[src/rtl/core_seq_ctrl.sv]
// Sequencer for the systolic-array core: per iteration it streams weights, loads the kernel,
// streams activations, executes and drains, then repeats for the programmed iteration count.
module core_seq_ctrl #(
    parameter int w_cycles     = 4,
    parameter int a_cycles     = 8,
    parameter int drain_cycles = 16,
    parameter int iter_bw      = 8
) (
    input  logic               clk,
    input  logic               reset,
    input  logic               start,
    input  logic [iter_bw-1:0] num_iter,
    output logic               data_req,
    output logic               data_sel,
    input  logic               data_valid,
    input  logic               full_l0,
    input  logic               ready_l0,
    output logic               wr_l0,
    output logic               rd_l0,
    output logic [1:0]         inst_w,
    output logic               mode,
    output logic               cen,
    output logic               acc,
    output logic               busy,
    output logic               done
);
    // state  | meaning
    // IDLE   | waiting for start
    // W_WR   | writing weight vectors into L0
    // W_LOAD | reading weights out of L0 as kernel-load instructions
    // A_WR   | writing activation vectors into L0
    // GAP    | single quiet cycle before execute
    // EXEC   | reading activations out of L0 as execute instructions
    // DRAIN  | idle while partial sums flush
    // FIN    | one-cycle done pulse
    typedef enum logic [2:0] {IDLE, W_WR, W_LOAD, A_WR, GAP, EXEC, DRAIN, FIN} state_t;

    localparam int max_wa = (w_cycles > a_cycles) ? w_cycles : a_cycles;
    localparam int max_c  = (max_wa > drain_cycles) ? max_wa : drain_cycles;
    localparam int cnt_bw = $clog2(max_c + 1);

    localparam logic [cnt_bw-1:0] w_last = cnt_bw'(w_cycles - 1);
    localparam logic [cnt_bw-1:0] a_last = cnt_bw'(a_cycles - 1);
    localparam logic [cnt_bw-1:0] d_last = cnt_bw'(drain_cycles - 1);

    state_t             state;
    logic [cnt_bw-1:0]  cnt;
    logic [iter_bw-1:0] it;
    logic [iter_bw-1:0] num_iter_q;
    logic [iter_bw-1:0] it_next;
    logic               mode_r;
    logic               wr_phase;
    logic               rd_phase;

    assign it_next  = it + iter_bw'(1);
    assign wr_phase = (state == W_WR) || (state == A_WR);
    assign rd_phase = (state == W_LOAD) || (state == EXEC);

    always_comb begin
        data_req = wr_phase && !full_l0;
        wr_l0    = data_req && data_valid;
        rd_l0    = rd_phase && ready_l0;
        inst_w   = 2'b00;
        if (rd_l0)
            inst_w = (state == W_LOAD) ? 2'b01 : 2'b10;
    end

    assign data_sel = (state == A_WR);
    assign mode     = mode_r;
    assign busy     = (state != IDLE);
    assign cen      = !busy;
    assign done     = (state == FIN);
    assign acc      = ((state == EXEC) || (state == DRAIN)) && (it != '0);

    // mode is registered so it holds its last value while IDLE
    always_ff @(posedge clk or negedge reset) begin
        if (!reset) begin
            state      <= IDLE;
            cnt        <= '0;
            it         <= '0;
            num_iter_q <= '0;
            mode_r     <= 1'b0;
        end else begin
            case (state)
                IDLE: begin
                    if (start) begin
                        num_iter_q <= num_iter;
                        it         <= '0;
                        cnt        <= '0;
                        if (num_iter == '0) begin
                            state <= FIN;
                        end else begin
                            state  <= W_WR;
                            mode_r <= 1'b0;
                        end
                    end
                end
                W_WR: begin
                    if (wr_l0) begin
                        if (cnt == w_last) begin
                            cnt   <= '0;
                            state <= W_LOAD;
                        end else begin
                            cnt <= cnt + cnt_bw'(1);
                        end
                    end
                end
                W_LOAD: begin
                    if (rd_l0) begin
                        if (cnt == w_last) begin
                            cnt   <= '0;
                            state <= A_WR;
                        end else begin
                            cnt <= cnt + cnt_bw'(1);
                        end
                    end
                end
                A_WR: begin
                    if (wr_l0) begin
                        if (cnt == a_last) begin
                            cnt   <= '0;
                            state <= GAP;
                        end else begin
                            cnt <= cnt + cnt_bw'(1);
                        end
                    end
                end
                GAP: begin
                    cnt    <= '0;
                    state  <= EXEC;
                    mode_r <= 1'b1;
                end
                EXEC: begin
                    if (rd_l0) begin
                        if (cnt == a_last) begin
                            cnt   <= '0;
                            state <= DRAIN;
                        end else begin
                            cnt <= cnt + cnt_bw'(1);
                        end
                    end
                end
                DRAIN: begin
                    if (cnt == d_last) begin
                        cnt <= '0;
                        it  <= it_next;
                        if (it_next < num_iter_q) begin
                            state  <= W_WR;
                            mode_r <= 1'b0;
                        end else begin
                            state <= FIN;
                        end
                    end else begin
                        cnt <= cnt + cnt_bw'(1);
                    end
                end
                FIN: begin
                    cnt   <= '0;
                    state <= IDLE;
                end
                default: state <= IDLE;
            endcase
        end
    end
endmodule

[config.mk]
export PLATFORM = sky130hd
export DESIGN_NAME = core_seq_ctrl
export DESIGN_NICKNAME = d
export VERILOG_FILES = /design/src/rtl/core_seq_ctrl.sv
export SDC_FILE = /design/constraint.sdc
export NUM_CORES = 1
export LEC_CHECK = 0
export BUFFER_PORTS_ARGS = -buffer_cell sky130_fd_sc_hd__buf_2
export CORE_MARGIN = 4
export CORE_UTILIZATION = 55
export CTS_BUF_LIST = sky130_fd_sc_hd__clkbuf_2 sky130_fd_sc_hd__clkbuf_4 sky130_fd_sc_hd__clkbuf_8
export DETAILED_ROUTE_END_ITERATION = 6
export PLACE_DENSITY = 0.85
export SKIP_LAST_GASP = 1
export SLEW_MARGIN = 20
export SYNTH_ARGS = -nofsm -noshare
export SYNTH_HDL_FRONTEND = slang
export SYNTH_SLANG_ARGS = --single-unit
[constraint.sdc]
create_clock -name clk -period 3.9 [get_ports clk]
set_input_delay 0.195 -clock clk [delete_from_list [all_inputs] [get_ports clk]]
set_output_delay 0.195 -clock clk [all_outputs]
set_load 0.01 [all_outputs]
==> run summary, run 1 <==
In the synthesized netlist the async set-or-reset flop fraction comes to 100%. Root buffer cell: sky130_fd_sc_hd__clkbuf_4. The number of cells on the worst reg-to-reg path is 8. Before antenna repair, the detailed router went through 4 iterations. Final-report max-slew violation count: 0. The portion of the clock cycle consumed by the worst path in the final layout came out at 62.0%.

The worst register-to-register path begins at it[2]. The count of buffer and inverter cells on the critical path was 0. The endpoint class of the critical path was a flip-flop. The number of global-route vias before repair is 1288, and the area overhead of the layout relative to synthesis is 10.3%. The run gives 5910 um as the wire length of the first global-routing pass. The post-synthesis sequential element count was 25. The leading cell type in the layout, fill and taps excluded is sky130_fd_sc_hd__nand2_1. The logs give 20 for the number of standard-cell rows in the floorplan and 0 for the number of antenna violations at the first check in global routing.

No sink is reached through more buffers than the 2 on the longest clock path. After layout, the design draws a total of 1.33 mW. Using the TritonRoute via totals, the vias-per-cell ratio works out to 5.51. Timing analysis after detailed placement gives a worst setup slack of 1.52 ns. After detailed routing, the number of remaining DRC violations is 0.

The run gives 46 as the unique cell type count in the Yosys netlist. Once layout is complete, the cells apart from fillers number 268. The clock sink total was 25; the width of the die was 64.5 um. The run gives 0 as the count of synthesis-stage warnings from yosys. In this run the critical register-to-register path is captured at state[1]. Setup repair after global routing left no endpoint under its margin. The initial utilization of the core area, before any placement, comes to 57.5%. The signal on the critical path passes through nand3_1 > nor3_1 > xor2_1 > ha_1 > nand4_1 > o31ai_1 > o32ai_2 > a211oi_2. The maximum fanout count along the critical path is 7. The number of cells in the design after placement is 263.

Data arrives at the worst endpoint at 2.67 ns. The die boundary height was 64.5 um; the number of top-level pins was 25. The tools report the critical path endpoint as state[1]. Summed over all cells, the static leakage comes to 0.894 nW.

The remaining number of nets flagged by the antenna check after routing was 0. The endpoint required time on the critical path was 4.15 ns. Clock-pin slew was measured on the worst setup and hold paths at 0.14 ns. The peak ir drop on the vdd network was 0.409 mV; the overall global routing resource usage was 17.8%. Among all flip-flop cells after synthesis, the most frequent one is sky130_fd_sc_hd__dfrtp_1. The sum of overflow across all layers after global routing is 0, and the share of the yosys chip area belonging to registers is 35.6%. Among all stages on the critical path, the largest delay is contributed by sky130_fd_sc_hd__dfrtp_1. Yosys mapped a number of flops with a built-in enable equal to 0.

Across the run, the number of max-cap violations was 0. Adding up every negative setup slack in the final design gives 0 ns. Worst stage delay on the critical path: 0.48 ns.

The die covers 4160 sq um. In the post-route analysis, the smallest setup slack over all paths is 1.48 ns. The kind of cell with the highest combined delay along the critical path is compound AO/OA/AOI/OAI gates. Area of the core region: 3050 sq um. The post-synthesis net count was 229; the final design utilization was 63.4%. The H-tree depth was 1; the number of buffers created by CTS was 3.

The critical path starts at it[2]. The power density of the placed cells was 688 nW/um^2. The final count of hold timing violations came out at 0. At the later pin of the worst-skew pair, clock insertion delay measures 0.32 ns. Wires add up to 3560 um.

Setup violations remaining at the end of the flow were counted as 0. The post-synthesis instance area is 1760 sq um, and the total vias in the final route is 1478. The multi-input combinational cells in the finished layout cover a total of 1030 sq um. Post-layout net count: 251.

Across the whole layout, storage elements account for 626 sq um. Final critical path time including I/O delays and setup: 2.42 ns. In this run, the number of DRC markers left after iteration 0 of detailed routing was 63. The tools report the relative max-transition margin as 57.2%. Cells with a size suffix above 1 make up 17.9% of the layout.

The tools report the count of antenna diodes in the layout as 0. Synthesis produced 203 cells. The type of the worst setup path is reg2reg. The run gives 1 as the count of hold buffers inserted by post-cts repair. In the layout the commonest cells are sky130_fd_sc_hd__nand2_1 (30), sky130_fd_sc_hd__dfrtp_1 (25), sky130_fd_sc_hd__buf_2 (24).

Maximum number of pins on one net before global-route repair: 26. Summing all non-filler instances in the final layout gives an area of 1940 sq um. The run gives 0 as the post-CTS setup-driven buffer insertion count. Kind of launch point of the worst setup path: a flip-flop.

TritonCTS built the clock tree. The tools report the setup skew after layout as 0.00312 ns. Buffers placed on the I/O ports in this run total 24. The run gives 1.48 ns as the register-to-register path setup slack. The filler cell count in the final layout is 264, and the routed length per instance is 13.3 um. The final RePlAce weighted congestion was 0.884. The minimum hold slack is 0.0861 ns, and the critical path depth is 8.

Mean cell area of the mapped netlist: 8.65 sq um. The half-perimeter wire length after placement was 2640 um. The run gives 1900 sq um as the placement-stage cell area.

The flow ran to the end, and the final reports show no timing, DRC or antenna violations. For the pin with the worst max-slew slack, the measured transition is 0.642 ns. The maximum clock rate is 413 MHz. The worst hold path class is in2reg. The post-cts resize count came out at 0.
## kinds of logic after synthesis
| family | after synthesis | synth area share, % |
|---|---|---|
| DFF | 25 | 35.6 |
| muxes | 4 | 2.42 |
| buffers and inverters | 26 | 5.84 |
| AOI/OAI and AO/OA | 51 | 21.8 |
| and+or+nand+nor | 77 | 21.6 |
| xor gates and xnor gates | 7 | 3.49 |
| adders and majority gates | 13 | 9.19 |
## flip-flops by register name, indices dropped and copies added (netlist names)
| name | cells |
|---|---|
| cnt | 5 |
| state | 3 |
| num_iter_q | 8 |
| mode | 1 |
| it | 8 |
## worst min-delay path: stages
cell	delay, ns
sky130_fd_sc_hd__buf_2	0.09
sky130_fd_sc_hd__nand2_1	0.04
sky130_fd_sc_hd__o21ai_0	0.06
## worst min-delay path by stage
stage                    end        start  slack, ns  cells after the start
6_report       num_iter_q[4]  num_iter[4]       0.09                      3
3_3_place_gp   num_iter_q[7]        reset       0.22                      1
4_1_cts        num_iter_q[2]  num_iter[2]       0.09                      3
5_1_grt        num_iter_q[4]  num_iter[4]       0.08                      3
2_1_floorplan         cnt[0]        reset      -0.10                      0
3_5_place_dp   num_iter_q[7]        reset       0.22                      1
## cells in the mapped netlist (3+ instances only)
cell type | number | share of area, %
sky130_fd_sc_hd__nand2_1 | 30 | 6.4
sky130_fd_sc_hd__dfrtp_1 | 25 | 36
sky130_fd_sc_hd__inv_1 | 18 | 3.8
sky130_fd_sc_hd__o21ai_0 | 18 | 5.1
sky130_fd_sc_hd__nor2_1 | 15 | 3.2
sky130_fd_sc_hd__ha_1 | 12 | 8.6
sky130_fd_sc_hd__a21oi_1 | 10 | 2.9
sky130_fd_sc_hd__nand3_1 | 7 | 2.0
sky130_fd_sc_hd__nor3_1 | 5 | 1.4
sky130_fd_sc_hd__buf_2 | 4 | 1.1
sky130_fd_sc_hd__nand2b_1 | 4 | 1.4
sky130_fd_sc_hd__o31ai_1 | 4 | 1.7
sky130_fd_sc_hd__xnor2_1 | 4 | 2.0
sky130_fd_sc_hd__and2_1 | 3 | 1.1
sky130_fd_sc_hd__clkbuf_1 | 3 | 0.64
sky130_fd_sc_hd__nor4_1 | 3 | 1.1
sky130_fd_sc_hd__xor2_1 | 3 | 1.5
## area by class of cell
class / instances / area share, %
clock buffers: 4 / 1.55
inverters: 18 / 3.49
multi-input cells: 152 / 53.1
flip-flops and latches: 25 / 32.3
well taps: 44 / 2.84
repair buffers: 25 / 6.72
## layer usage
metal	share of wire (%)	vias to the layer above	global-route usage, %
met5	0	-	0
met2	44	31	26.5
met1	51	682	26.7
met3	4.1	5	3.81
li1	-	760	-
met4	0.82	0	3.17
## power breakdown
group	total [mW]	switching, mW	internal, mW
Clock	0.126	0.0788	0.0470
Sequential	0.509	0.149	0.360
Combinational	0.698	0.390	0.307
(Power assumes the default switching activity.)
==> inputs of run 2 (changes only) <==
--- a/config.mk
+++ b/config.mk
@@ -7,10 +7,10 @@
 export LEC_CHECK = 0
 export BUFFER_PORTS_ARGS = -buffer_cell sky130_fd_sc_hd__buf_2
 export CORE_MARGIN = 4
-export CORE_UTILIZATION = 55
+export CORE_UTILIZATION = 53
 export CTS_BUF_LIST = sky130_fd_sc_hd__clkbuf_2 sky130_fd_sc_hd__clkbuf_4 sky130_fd_sc_hd__clkbuf_8
 export DETAILED_ROUTE_END_ITERATION = 6
-export PLACE_DENSITY = 0.85
+export PLACE_DENSITY = 0.86
 export SKIP_LAST_GASP = 1
 export SLEW_MARGIN = 20
 export SYNTH_ARGS = -nofsm -noshare
==> constraint.sdc (replaced) <==
create_clock -name clk -period 2.1 [get_ports clk]
set_input_delay 0.105 -clock clk [delete_from_list [all_inputs] [get_ports clk]]
set_output_delay 0.105 -clock clk [all_outputs]
set_load 0.01 [all_outputs]
==> run 2 against run 1 <==
Effect of this change: the flow now finishes with violations (setup timing); combinational power rose to 2.7 times the previous value; register-to-register slack worse by 1.6 ns; power up 120%; global-route usage up 4.5 points; worst hold slack worse by 0.085 ns; critical endpoint unchanged; largest power group unchanged; highest routed layer unchanged.
==> run summary, run 2 (same netlist as run 1, synthesis figures left out) <==
The run finished, with violations left. The final reports fail on setup timing. The peak ir drop on the vdd network came out at 0.785 mV (was 0.409 mV). The count of antenna diodes in the layout was 0 (unchanged). The total vias in the final route is 1734 (was 1478), and the critical path depth is 9 (was 8).

The number of standard-cell rows in the floorplan is 20 (unchanged). The category of cells accounting for the largest share of critical-path delay was compound AO/OA/AOI/OAI gates (unchanged). Wire length of the first global-routing pass: 7380 um (was 5910 um). The clock-pin slew of the registers on the worst-case setup and hold paths is 0.14 ns (about the same). The run gives 0 (unchanged) as the final count of hold timing violations.

Registers with the highest flip-flop counts: it x8, num_iter_q x8, cnt x5 (unchanged). The sum of overflow across all layers after global routing was 0 (unchanged). The number of top-level pins is 25 (unchanged).

The start point of the critical path is it[4] (was it[2]). For the filler-free cell count of the finished design, the log shows 299 (was 268). Leading cell type in the layout, fill and taps excluded: sky130_fd_sc_hd__nand2_1 (unchanged). The number of buffers created by CTS came out at 3 (unchanged). The tools report the filler cell count in the final layout as 236 (was 264). The final RePlAce weighted congestion came out at 0.871 (was 0.884).

The logs give -0.112 ns (was 1.48 ns) for the final worst-path setup slack and 0 (unchanged) for the max-cap check violation count. The tools report the total area of multi-input combinational cells as 1120 sq um (was 1030 sq um). The tools report the kind of launch point of the worst setup path as a flip-flop (unchanged). The per-cell via count in the routed design works out to 5.80 (was 5.51). Commonest non-fill, non-tap cells in the layout: sky130_fd_sc_hd__nand2_1 (30), sky130_fd_sc_hd__buf_4 (25), sky130_fd_sc_hd__buf_2 (24) (was sky130_fd_sc_hd__nand2_1 (30), sky130_fd_sc_hd__dfrtp_1 (25), sky130_fd_sc_hd__buf_2 (24)). The run gives 73.3% (was 63.4%) as the final design utilization. The tools report the critical register-to-register path startpoint as it[4] (was it[2]). The worst hold path class was in2reg (unchanged). The endpoint required time on the critical path is 2.36 ns (was 4.15 ns), and the portion of the clock cycle consumed by the worst path in the final layout is 105% (was 62.0%). The power density of the placed cells is 1310 nW/um^2 (was 688 nW/um^2). The tools report the post-layout instance area as 2280 sq um (was 1940 sq um). The slowest stage cell on the critical path was sky130_fd_sc_hd__dfrtp_1 (unchanged). The power consumption is 2.98 mW (was 1.33 mW), and the maximum clock path buffer count is 2 (unchanged). The width of the die was 65.6 um (was 64.5 um). For the DRC violation count after routing, the log shows 0 (unchanged).

Setup repair after global routing could not meet its margin everywhere. The run gives 281 (was 263) as the number of cells in the design after placement. The count of buffer and inverter cells on the critical path is 1 (was 0), and the data arrival time of the critical path is 2.47 ns (was 2.67 ns).

The number of antenna violations at the first check in global routing came out at 0 (unchanged). The overall global routing resource usage is 22.3% (was 17.8%). The endpoint class of the critical path was a flip-flop (unchanged). The worst stage delay on the critical path came out at 0.45 ns (was 0.48 ns).

The static leakage came out at 1.05 nW (was 0.894 nW). Ordered cell list for the critical path: nand3_2 > nor3_2 > xor2_1 > ha_1 > buf_4 > nand4_1 > o31ai_4 > o32ai_2 > a211oi_2 (was nand3_1 > nor3_1 > xor2_1 > ha_1 > nand4_1 > o31ai_1 > o32ai_2 > a211oi_2). Area of the die: 4300 sq um (was 4160 sq um).

The maximum clock rate is 452 MHz (was 413 MHz). The logic depth of the worst register-to-register path was 9 (was 8); the post-layout net count was 282 (was 251). The final critical path time including I/O delays and setup is 2.21 ns (was 2.42 ns), and the area overhead of the layout relative to synthesis is 29.7% (was 10.3%). The routed length per instance was 16.0 um (was 13.3 um); the register-to-register path setup slack was -0.11 ns (was 1.48 ns). The DRC violation total after the first TritonRoute iteration came out at 185 (was 63). The die boundary height came out at 65.6 um (was 64.5 um). The transition time at the pin with the least slew margin is 0.582 ns (was 0.642 ns), and the area of all sequential standard cells is 628 sq um (was 626 sq um). The root buffer cell is sky130_fd_sc_hd__clkbuf_4 (unchanged).

The type of the worst setup path was reg2reg (unchanged). The clock insertion delay at the later pin of the skew report came out at 0.33 ns (was 0.32 ns). The count of buffers inserted at the top-level ports works out to 24 (unchanged). The share of layout cells above drive strength 1 came out at 30.6% (was 17.9%). The area of the core region is 3100 sq um (was 3050 sq um), and the cell depth of the worst min-delay path is 3 (unchanged). Final-report max-slew violation count: 0 (unchanged).

The total routed wirelength is 4780 um (was 3560 um). For the initial core utilization, the log shows 56.6% (was 57.5%). The clock sink total came out at 25 (unchanged). The tools report the startpoint of the tightest hold check path as num_iter[6] (was num_iter[4]).

The minimum hold slack came out at 0.000916 ns (was 0.0861 ns). The H-tree depth is 1 (unchanged), and the setup skew after layout is 0.00186 ns (was 0.00312 ns). TritonCTS built the clock tree. The tools report the final setup violation count as 3 (was 0). For the relative max-transition margin, the log shows 61.2% (was 57.2%). The placement-stage cell area is 2040 sq um (was 1900 sq um). The tools report the length of the first detailed-routing pass in iterations as 4 (unchanged). For the number of global-route vias before repair, the log shows 1577 (was 1288). The remaining number of nets flagged by the antenna check after routing was 0 (unchanged); the maximum fanout count along the critical path was 4 (was 7). The half-perimeter wire length after placement was 3160 um (was 2640 um); the maximum number of pins on one net before global-route repair was 26 (unchanged).
## run 2: cell types whose count changed in the layout (fill, tap and decap cells not counted), sizes merged
cell | previous run | this run
dlygate4sd3 | 1 | 7
clkinv | 0 | 1
clkbuf | 4 | 3
buf | 24 | 49
## run 2: worst register-to-register path: stages (launching register included)
cell,delay (ns)
sky130_fd_sc_hd__dfrtp_1,0.45
sky130_fd_sc_hd__nand3_2,0.11
sky130_fd_sc_hd__nor3_2,0.18
sky130_fd_sc_hd__xor2_1,0.25
sky130_fd_sc_hd__ha_1,0.25
sky130_fd_sc_hd__buf_4,0.14
sky130_fd_sc_hd__nand4_1,0.15
sky130_fd_sc_hd__o31ai_4,0.28
sky130_fd_sc_hd__o32ai_2,0.12
sky130_fd_sc_hd__a211oi_2,0.22
## run 2: path summary, 6_finish.rpt
kind,to
worst max-delay path,state[1]
worst min-delay path,num_iter_q[6]
worst max register to register,state[1]
worst min register to register,num_iter_q[0]
max in group asynchronous,it[0]
min in group asynchronous,num_iter_q[7]
## run 2: what timing repair did
action / CTS / global route
endpoints found under the setup margin: 3 / 9
endpoints found under the hold margin: 31 / 0
pin swaps: 2 / 5
gates resized for setup: 5 / 15
buffers inserted: 1 / 6
gates cloned: 0 / 0
hold buffers: 7 / 0
## run 2: cell type report
| class | instances | share of cell area, % |
|---|---|---|
| flip-flops and latches | 25 | 27.6 |
| well taps | 44 | 2.42 |
| repair buffers | 56 | 16.6 |
| multi-input cells | 152 | 49.2 |
| inverters | 18 | 2.97 |
| clock buffers | 3 | 0.990 |
| clock inverters | 1 | 0.220 |
## run 2: power breakdown
part | internal, mW | switching [mW] | total [mW]
registers | 0.672 | 0.224 | 0.896
logic | 0.842 | 1.01 | 1.85
clock network | 0.0716 | 0.153 | 0.224
## run 2: through the flow
stage	TNS [ns]	setup slack (ns)
3_3_place_gp	0	0.00656
2_1_floorplan	0	0.0358
4_1_cts	-0.0217	-0.0217
6_report	-0.239	-0.112
3_5_place_dp	-0.184	-0.109
5_1_grt	-0.585	-0.238
## run 2: metal layers
layer | routed length [um] | track usage [%]
met1 | 1990 | 28.3
met2 | 2470 | 38.4
met3 | 226 | 3.42
met4 | 97 | 7.25
met5 | 0 | 0
